==> config.mk <==
export PLATFORM = sky130hd
export DESIGN_NAME = register_bank
export DESIGN_NICKNAME = d
export VERILOG_FILES = /design/src/rtl/register_bank.sv
export SDC_FILE = /design/constraint.sdc
export NUM_CORES = 1
export LEC_CHECK = 0
export CAP_MARGIN = 20
export CORE_ASPECT_RATIO = 1.4
export CORE_MARGIN = 2
export CORE_UTILIZATION = 40
export DETAILED_ROUTE_END_ITERATION = 16
export DONT_BUFFER_PORTS = 1
export HOLD_SLACK_MARGIN = 0.05
export SETUP_SLACK_MARGIN = 0.5
export SLEW_MARGIN = 25
export SYNTH_ARGS = -nofsm -noshare
export SYNTH_HDL_FRONTEND = slang
export SYNTH_SLANG_ARGS = --single-unit
==> constraint.sdc <==
create_clock -name clk -period 2.28 [get_ports clk]
set_clock_uncertainty 0.1 [all_clocks]
set_input_delay 0.342 -clock clk [delete_from_list [all_inputs] [get_ports clk]]
set_output_delay 0.342 -clock clk [all_outputs]
set_load 0.05 [all_outputs]
==> src/rtl/register_bank.sv <==
`default_nettype none
// ============================================================================
// register_bank : NREG x N register file, x0 hardwired to zero, two
//                 registered read ports with same-cycle write bypass.
// Revision      : 1.0
// ============================================================================
module register_bank #(
  parameter int N      = 8,
  parameter int NREG   = 32,
  parameter int ADDR_W = 5
) (
  input  logic              clk,
  input  logic              rst_n,
  input  logic              RegWrite,
  input  logic [ADDR_W-1:0] rd,
  input  logic [N-1:0]      writeData,
  input  logic              readEn,
  input  logic [ADDR_W-1:0] rs1,
  input  logic [ADDR_W-1:0] rs2,
  output logic [N-1:0]      dataA,
  output logic [N-1:0]      dataB,
  output logic              opValid
);

  localparam logic [ADDR_W:0] c_nreg = (ADDR_W + 1)'(NREG);

  logic [N-1:0] regs_q [NREG];
  logic [N-1:0] regs_d [NREG];
  logic [N-1:0] dataA_q, dataA_d;
  logic [N-1:0] dataB_q, dataB_d;
  logic         opValid_q, opValid_d;
  logic         w_write_ok;

  function automatic logic in_range(input logic [ADDR_W-1:0] r);
    return ({1'b0, r} < c_nreg);
  endfunction

  // Operand source priority: x0/out-of-range, then bypass, then stored value.
  function automatic logic [N-1:0] src(
    input logic [ADDR_W-1:0] r,
    input logic [N-1:0]      stored
  );
    logic [N-1:0] v;
    if (r == '0 || !in_range(r))
      v = '0;
    else if (RegWrite && rd == r)
      v = writeData;
    else
      v = stored;
    return v;
  endfunction

  assign w_write_ok = RegWrite && (rd != '0) && in_range(rd);

  always_comb begin
    regs_d = regs_q;
    if (w_write_ok)
      regs_d[rd] = writeData;
    regs_d[0] = '0;

    dataA_d   = dataA_q;
    dataB_d   = dataB_q;
    opValid_d = readEn;
    if (readEn) begin
      dataA_d = src(rs1, regs_q[rs1]);
      dataB_d = src(rs2, regs_q[rs2]);
    end
  end

  always_ff @(posedge clk or negedge rst_n) begin
    if (!rst_n) begin
      for (int i = 0; i < NREG; i++)
        regs_q[i] <= '0;
      dataA_q   <= '0;
      dataB_q   <= '0;
      opValid_q <= 1'b0;
    end else begin
      regs_q    <= regs_d;
      dataA_q   <= dataA_d;
      dataB_q   <= dataB_d;
      opValid_q <= opValid_d;
    end
  end

  assign dataA   = dataA_q;
  assign dataB   = dataB_q;
  assign opValid = opValid_q;

endmodule
`default_nettype wire
# --- Word level (Yosys, flattened, before mapping) ---
# Index checks and enable logic that the tools add are counted.
word_totals:
  register_bits: 265
  input_bits: 27
op_classes:
  magnitude_cmp: 4
  eq_ne: 2
  n_mux: 13
  bitwise_logic: 3
  reduce_logical: 7
op_table:
  columns: ["operator", "count"]
  rows:
  - ["$bwmux 256", 1]
  - ["$bmux 8 s5", 2]
  - ["$mux 8", 9]
  - ["$demux 8 s5", 1]
  - ["$ge 6x6->1 const B", 3]
  - ["$not 5->6", 3]
  - ["$eq 5x5->1", 2]
  - ["$logic_not 5->1", 2]
  - ["$lt 6x1->1 const B", 1]
  - ["$reduce_bool 5->1", 1]
  - ["$logic_and 1x1->1", 4]

# --- Longest topological paths before layout ---
# Gate-level depths: netlist (run 1).
logic_depth:
  ltp_word: 6
  depth_mapped: 9
  ltp_nobuf: 5

# --- Worst setup path after synthesis (run 1) ---
# No wires, ideal clock.
synth_path:
  path_type: "input -> register"
  start: "input rs1[0]"
  end: "register dataA_q[6] (netlist: dataA[6])"
  setup_ps: 127
  arrival_ps: 1781
  slack_ps: 272
  stages: 7
  path_buffers: 2
  path_cell_list: "buf_6 buf_6 mux4_2 o22ai_1 a21oi_1 a2111oi_2 o2bb2ai_1"
synth_between:
  elab_chain_cells: 6
synth_rtl:
  columns: ["element", "line", "source"]
  rows:
  - ["start, declared", "18", "input logic [ADDR_W-1:0] rs1,"]
  - ["$not 5->6 (implied by the code)", "65", "dataA_d = src(rs1, regs_q[rs1]);"]
  - ["$bmux 8 s5", "65", null]
  - ["$mux 8 (implied by the code) (2 in series)", "65", null]
  - ["$mux 8", "46", "else if (RegWrite && rd == r)"]
  - ["$mux 8 *", "44", "if (r == '0 || !in_range(r))"]
  - ["end signal, assigned", "79", "dataA_q <= dataA_d;"]
  - ["end, declared", "29", "logic [N-1:0] dataA_q, dataA_d;"]
# Every way passes the cells marked *; elsewhere a longest branch is shown, timed or not. The select of a mux whose other input is x is not followed.
# A chain may end at the register's enable or synchronous reset.

# --- Final worst setup path (run 1) ---
layout_path:
  start: "register regs_q[171] (netlist name)"
  end: "register dataB_q[3] (netlist: dataB[3])"
layout_between:
  elab_chain_cells: 5
layout_rtl:
  columns: ["element", "line", "source"]
  rows:
  - ["start, declared", "27", "logic [N-1:0] regs_q [NREG];"]
  - ["start signal, assigned", "78", "regs_q <= regs_d;"]
  - ["$bmux 8 s5", "66", "dataB_d = src(rs2, regs_q[rs2]);"]
  - ["$mux 8 (implied by the code) (2 in series)", "66", null]
  - ["$mux 8", "46", null]
  - ["$mux 8", "44", null]
  - ["end signal, assigned", "80", "dataB_q <= dataB_d;"]
  - ["end, declared", "30", "logic [N-1:0] dataB_q, dataB_d;"]
# No other way between the ends. The select of a mux whose other input is x is not followed.

==> impl_metrics.py, run 1 <==
metrics = {
    "run_status": {
        "status": "finished with violations",
        "violations": "negative hold slack",
    },
    "layout": {
        "areaGrowthSynthToFinish_pct": 13.38,
        "fin_cells": 1681,
        "num-fill-cells": 3347,
        "seq_area_sq_um": 6635,
        "drive_above_1_share": 0.3229,
        "nNetsFinal": 1221,
        "multi_input_area_sq_um": 7528,
    },
    "pwr": {
        "power.leakage_nw": 6.828,
        "p_per_area_nw_per_um2": 851.6,
        "comb_power_share": 0.193,
        "peakVddDrop_mv": 0.6099,
        "power_frac_seq": 0.468,
        "swShare": 0.2905,
        "power.total_mw": 13.83,
        "internal-power_mw": 9.810,
        "power_switching_mw": 4.016,
        "clockPowerShare": 0.339,
    },
    "global_routing": {
        "antenna_found_initial": 2,
        "grt.total_usage": 0.2438,
        "gr-total-overflow": 0,
        "grt_first_pass_wirelength_microns": 68190,
        "grt_max_degree": 266,
        "grt_pass1_vias": 10460,
    },
    "clock_network": {
        "clockBufferDepth": 3,
        "cts_max_level": 1,
        "cts_root_buf": "clkbuf_16",
        "path_clk_slew_ns": 0.06,
        "cts_sinks": 265,
        "tritoncts": "built",
        "clk-insertion-delay-late_ns": 0.59,
        "cts_made_buffers": 29,
    },
    "drt": {
        "wl_met2_microns": 21910,
        "wl_met1_microns": 17890,
        "drt_wl_total_microns": 45250,
        "first_pass_iters": 7,
        "drt-vias-per-instance": 6.152,
        "remaining_drc_errors": 0,
        "top_layer_used": "met4",
        "wl_met3_microns": 3297,
        "first_iter_violations": 998,
        "wl_per_cell_microns": 26.92,
        "num_vias": 10340,
        "final_antenna_net_count": 0,
    },
    "sta": {
        "rsz0062_at_grt": "true",
        "setup_tns_ns": 0,
        "tightest_slew_ns": 0.8661,
        "slew_violations": 0,
        "fin_crit_ns": 1.963,
        "maxSlewHeadroom": 0.4226,
        "clock.fmax_mhz": 509.5,
        "min_period_over_period": 0.8609,
        "hold_violations": 265,
        "hold_ws_ns": -0.6517,
        "finalSetupViolCount": 0,
    },
    "yosys": {
        "synth_area_leaders": "dfrtp_1 46%, mux2_2 13%, mux4_2 13%, o21ai_0 4.7%, nand2_1 4.0%",
        "yosysSeqAreaShare": 0.4631,
        "synth_edf_count": 0,
        "syn_area_per_cell_sq_um": 11.90,
        "yosysUniqueCellTypes": 54,
        "yosys.area.top_type": "dfrtp_1",
        "synth_top_area_frac": 0.4631,
        "synthCells": 1203,
        "synth_top_flop_cell": "dfrtp_1",
        "synthesis.area_sq_um": 14320,
        "ys_ff_latch": 265,
        "yosysWarnings": 0,
        "syn-num-nets": 1230,
        "synthArstFlopShare": 1.000,
    },
    "die": {
        "design.core.area_sq_um": 35500,
        "dieArea_sq_um": 37350,
        "start_util": 0.4034,
        "ios": 44,
        "row_count": 82,
        "die_w_microns": 163.9,
        "die-height_microns": 227.9,
    },
    "place": {
        "dp_cells": 1594,
        "dp.final_hpwl_microns": 29110,
        "place_congestion": 0.8970,
        "port_buffers": 0,
    },
    "setup_path": {
        "slowest_stage": "mux4_2",
        "arrival_ns": 2.34,
        "crit_chain": "mux4_2 > mux2_4 > a22oi_2 > o311ai_1 > a22o_1",
        "required_ns": 2.65,
        "critPathKind": "register to register",
        "r2r-start": "regs_q[171]",
        "crit_family": "multiplexers",
        "cp_slowest_stage_delay_ns": 0.52,
        "critPathBufInv": 0,
        "crit_start": "regs_q[171]",
        "crit_fanout": 3,
        "worstSetupStartpointType": "register",
        "cp-end-kind": "register",
    },
    "job": {
        "maxCapViolations": 0,
    },
    "hold_path": {
        "holdCritPathClass": "input port to async pin",
    },
}
[final timing paths]
check / endpoint / slack [ns] / cells after the start
setup / recovery: dataB[3] / 0.32 / 5
hold / removal: regs_q[97] / -0.65 / 0
setup reg to reg: dataB[3] / 0.32 / 5
hold reg to reg: regs_q[214] / 0.40 / 2
max in group asynchronous: dataA[2] / 2.39 / 0
min in group clk: dataB[1] / 0.01 / 3
[per-layer routing]
metal / GRT usage / vias up
li1: - / 4465
met1: 0.3189 / 5353
met2: 0.3930 / 413
met3: 0.04945 / 110
met4: 0.1039 / 0
met5: 0 / -
[stage by stage]
| stage | instance area (sq um) | hold slack, ns | setup WS, ns | utilization |
|---|---|---|---|---|
| detailed placement | 14680 | -0.04463 | 0.1985 | 0.4136 |
| finish | 16240 | -0.6517 | 0.3172 | 0.4574 |
| floorplan | 14570 | -0.05359 | 0.3862 | - |
| CTS | 16080 | -0.6630 | 0.3370 | 0.4530 |
| global route | 16240 | -0.6660 | 0.3247 | 0.4574 |
| global placement | 14680 | -0.04629 | 0.2023 | 0.4136 |
[synthesized netlist by cell type, types with 3 or more instances]
master,instances
buf_4,9
nor2_2,8
nor4_1,9
mux2i_1,27
o211a_1,3
nand3_1,5
a221oi_1,16
xor2_1,8
nor2b_1,19
a221o_1,3
o31a_1,3
a22oi_1,5
or2_1,4
a211oi_1,13
o31ai_1,3
and3_1,3
a2111oi_2,4
nor3_1,18
mux2_1,23
nand2_1,151
nand2b_1,10
nor2_1,21
or2_2,3
buf_6,9
dfrtp_1,265
a31oi_1,7
o211ai_1,7
nor3b_1,5
o221ai_1,4
o21ai_0,134
o22ai_1,29
buf_1,3
buf_2,24
mux4_2,81
a21oi_1,7
nand3b_1,4
inv_1,16
clkbuf_1,50
o2bb2ai_1,7
mux2_2,164
[flip-flops by register name (all words and copies together), names as in the netlist]
register  cells
opValid       1
dataA         8
regs_q      248
dataB         8
[cell type report]
class,instances,share of cell area
inverters,17,0.003930
clock buffers,42,0.05387
multi-input cells,826,0.4637
well taps,462,0.03560
clock inverters,12,0.004778
repair buffers,55,0.02913
flip-flops and latches,265,0.4087
diodes,2,0.0003083
[cell usage in the layout, fill, tap and decap left out, drive strengths merged, types with 11 or more instances in the layout]
cell type and count:
mux4 81, dlygate4sd3 20, a211oi 13, mux2i 27, nor2b 19, o22ai 29, dfrtp 265, nor3 18
mux2 187, clkbuf 42, buf 33, a221oi 16, nor2 29, o21ai 134, inv 17, nand2 151
clkinv 11
[worst register-to-register path, cell delays in order, from the launching register on]
cell and delay (ns):
dfrtp_1 0.42, mux4_2 0.52, mux2_4 0.29, a22oi_2 0.18, o311ai_1 0.14, a22o_1 0.19
[power by group through the flow]
stage / clock (mW) / combinational, mW / sequential, mW
floorplan: 0 / 2.06 / 6.26
global placement: 0 / 2.26 / 6.48
detailed placement: 0 / 2.31 / 6.53
CTS: 4.75 / 2.58 / 6.45
global route: 4.95 / 2.86 / 6.58
finish: 4.69 / 2.66 / 6.47
[kinds of logic (layout without fill, tap and decap cells)]
kind of cell,Yosys count,in the layout,share of synthesized area
multiplexers,295,295,0.2933
AND/OR/NAND/NOR,270,270,0.08834
flip-flops,265,265,0.4631
AO/OA/AOI/OAI,251,251,0.1106
buffers and inverters,112,126,0.03853
XOR/XNOR,10,10,0.006117
other,0,2,0
[repair_timing]
action | CTS | global route
hold buffers | 20 | 2
gates resized for setup | 36 | 23
pin swaps | 14 | 9
endpoints found under the setup margin | 14 | 25
hold endpoints to repair | 411 | 269
setup buffers | 7 | 2
Note: power is estimated with default switching activity, not from simulation.
==> inputs of run 2 (changes only) <==
--- a/config.mk
+++ b/config.mk
@@ -13,6 +13,7 @@
 export DONT_BUFFER_PORTS = 1
 export HOLD_SLACK_MARGIN = 0.05
 export SETUP_SLACK_MARGIN = 0.5
+export SKIP_LAST_GASP = 1
 export SLEW_MARGIN = 25
 export SYNTH_ARGS = -nofsm -noshare
 export SYNTH_HDL_FRONTEND = slang
==> results of run 2 <==
Final layout, timing and power as in run 1 (identical DEF).
==> inputs of run 3 (changes only) <==
--- a/config.mk
+++ b/config.mk
@@ -6,7 +6,7 @@
 export NUM_CORES = 1
 export LEC_CHECK = 0
 export CAP_MARGIN = 20
-export CORE_ASPECT_RATIO = 1.4
+export CORE_ASPECT_RATIO = 0.6
 export CORE_MARGIN = 2
 export CORE_UTILIZATION = 40
 export DETAILED_ROUTE_END_ITERATION = 16
==> impl_metrics.py, run 3 (synthesis results as in run 1) <==
metrics = {
    "setup_path": {
        "arrival_ns": 2.36,
        "cp_slowest_stage_delay_ns": 0.49,
        "critPathKind": "register to register",
        "worstSetupStartpointType": "register",
        "required_ns": 2.63,
        "crit_chain": "mux4_2 > mux2_4 > a22oi_2 > o311ai_2 > a22o_1",
        "crit_fanout": 3,
        "cp-end-kind": "register",
        "slowest_stage": "mux4_2",
    },
    "die": {
        "dieArea_sq_um": 37380,
        "die-height_microns": 150.6,
        "row_count": 53,
        "die_w_microns": 248.3,
        "design.core.area_sq_um": 35150,
        "ios": 44,
        "start_util": 0.4074,
    },
    "drt": {
        "wl_per_cell_microns": 27.93,
        "first_pass_iters": 6,
        "final_antenna_net_count": 0,
        "drt-vias-per-instance": 6.308,
        "remaining_drc_errors": 0,
        "first_iter_violations": 1330,
        "num_vias": 10540,
        "drt_wl_total_microns": 46680,
    },
    "clock_network": {
        "clockBufferDepth": 3,
        "tritoncts": "built",
        "hold_buffers": 13,
        "cts_made_buffers": 26,
        "cts_root_buf": "clkbuf_16",
        "path_clk_slew_ns": 0.07,
        "cts_max_level": 1,
        "clk-insertion-delay-late_ns": 0.56,
        "cts_sinks": 265,
    },
    "layout": {
        "fin_cells": 1671,
        "top_register": "regs_q",
        "largest_register_ff_count": 248,
        "layout_common_cells": "265 x dfrtp_1, 163 x mux2_2, 149 x nand2_1",
        "layout_commonest_cell": "dfrtp_1",
        "drive_above_1_share": 0.3225,
        "post-route-util": 0.4577,
        "multi_input_area_sq_um": 7570,
        "design_area_sq_um": 16090,
        "num-fill-cells": 3236,
        "nNetsFinal": 1212,
        "areaGrowthSynthToFinish_pct": 12.33,
        "seq_area_sq_um": 6631,
    },
    "sta": {
        "clock.fmax_mhz": 497.4,
        "tightest_slew_ns": 1.098,
        "layout_setup_ws_ns": 0.2696,
        "fin_crit_ns": 2.010,
        "rsz0062_at_grt": "true",
        "setup_tns_ns": 0,
        "slew_violations": 0,
        "hold_ws_ns": -0.6143,
        "maxSlewHeadroom": 0.2681,
        "finalSetupViolCount": 0,
        "min_period_over_period": 0.8818,
        "hold_violations": 265,
    },
    "place": {
        "dp.final_hpwl_microns": 30190,
        "dpl_cell_area_sq_um": 14730,
        "place_congestion": 0.9135,
        "place_ws_ns": 0.1904,
        "dp_cells": 1604,
        "port_buffers": 0,
    },
    "global_routing": {
        "grt_pass1_vias": 9973,
        "antenna_found_initial": 4,
        "gr-total-overflow": 0,
        "grt.total_usage": 0.2556,
        "grt_first_pass_wirelength_microns": 69630,
        "grt_max_degree": 266,
    },
    "hold_path": {
        "holdCritPathClass": "input port to async pin",
    },
    "pwr": {
        "peakVddDrop_mv": 0.6725,
        "power.leakage_nw": 6.730,
        "power.total_mw": 13.53,
        "p_per_area_nw_per_um2": 841.0,
    },
    "run_status": {
        "violations": "negative hold slack",
        "status": "finished with violations",
    },
    "job": {
        "maxCapViolations": 0,
    },
}
run 3: changes by cell type in the layout (fill, tap and decap cells not counted), moves of 2 or more:
cell and change:
dlygate4sd3_1 -9, clkbuf_8 -6, clkinv_2 -4, buf_4 +3
clkbuf_1 +3, dfrtp_1 +3, dfrtp_2 -3, clkbuf_16 -2
mux2i_1 +2, mux2i_4 -2
run 3: worst max-delay path: cells and delay by family (launching register included):
kind            cells  cell delay [ns]
mux                 2             0.80
flops               1             0.39
compound gates      3             0.61
run 3: area by class of cell:
class	instances	area share
multi-input combinational	826	0.4706
sequential	265	0.4123
clock buffer	37	0.04683
tap	467	0.03633
timing repair buffer	49	0.02520
clock inverter	9	0.004667
inverter	17	0.003967
antenna	1	0.0001556
run 3: worst paths after layout:
check                            startpoint  slack, ns          end  cells past startpoint
worst max-delay path            regs_q[163]       0.27     dataB[3]                      5
worst min-delay path                  rst_n      -0.61  regs_q[237]                      0
worst max register to register  regs_q[163]       0.27     dataB[3]                      5
worst min register to register  regs_q[201]       0.40  regs_q[201]                      2
max in group asynchronous             rst_n       2.01   regs_q[98]                      0
min in group clk                     readEn       0.07     dataA[4]                      4
run 3: what timing repair did:
action,CTS,global route
resized for setup,35,28
pin swaps,5,12
buffers inserted,0,7
setup endpoints to repair,13,37
hold endpoints to repair,407,265
run 3: metal layers:
metal	global-route usage	vias to the layer above	part of all wire
met5	0	-	0.00058
li1	-	4469	-
met4	0.04435	4	0.020
met2	0.3443	495	0.41
met3	0.07611	74	0.10
met1	0.4036	5498	0.47
run 3: power by group:
group | internal (mW) | switching (mW)
sequential | 5.59 | 0.874
combinational | 1.52 | 1.18
clock | 2.41 | 1.96
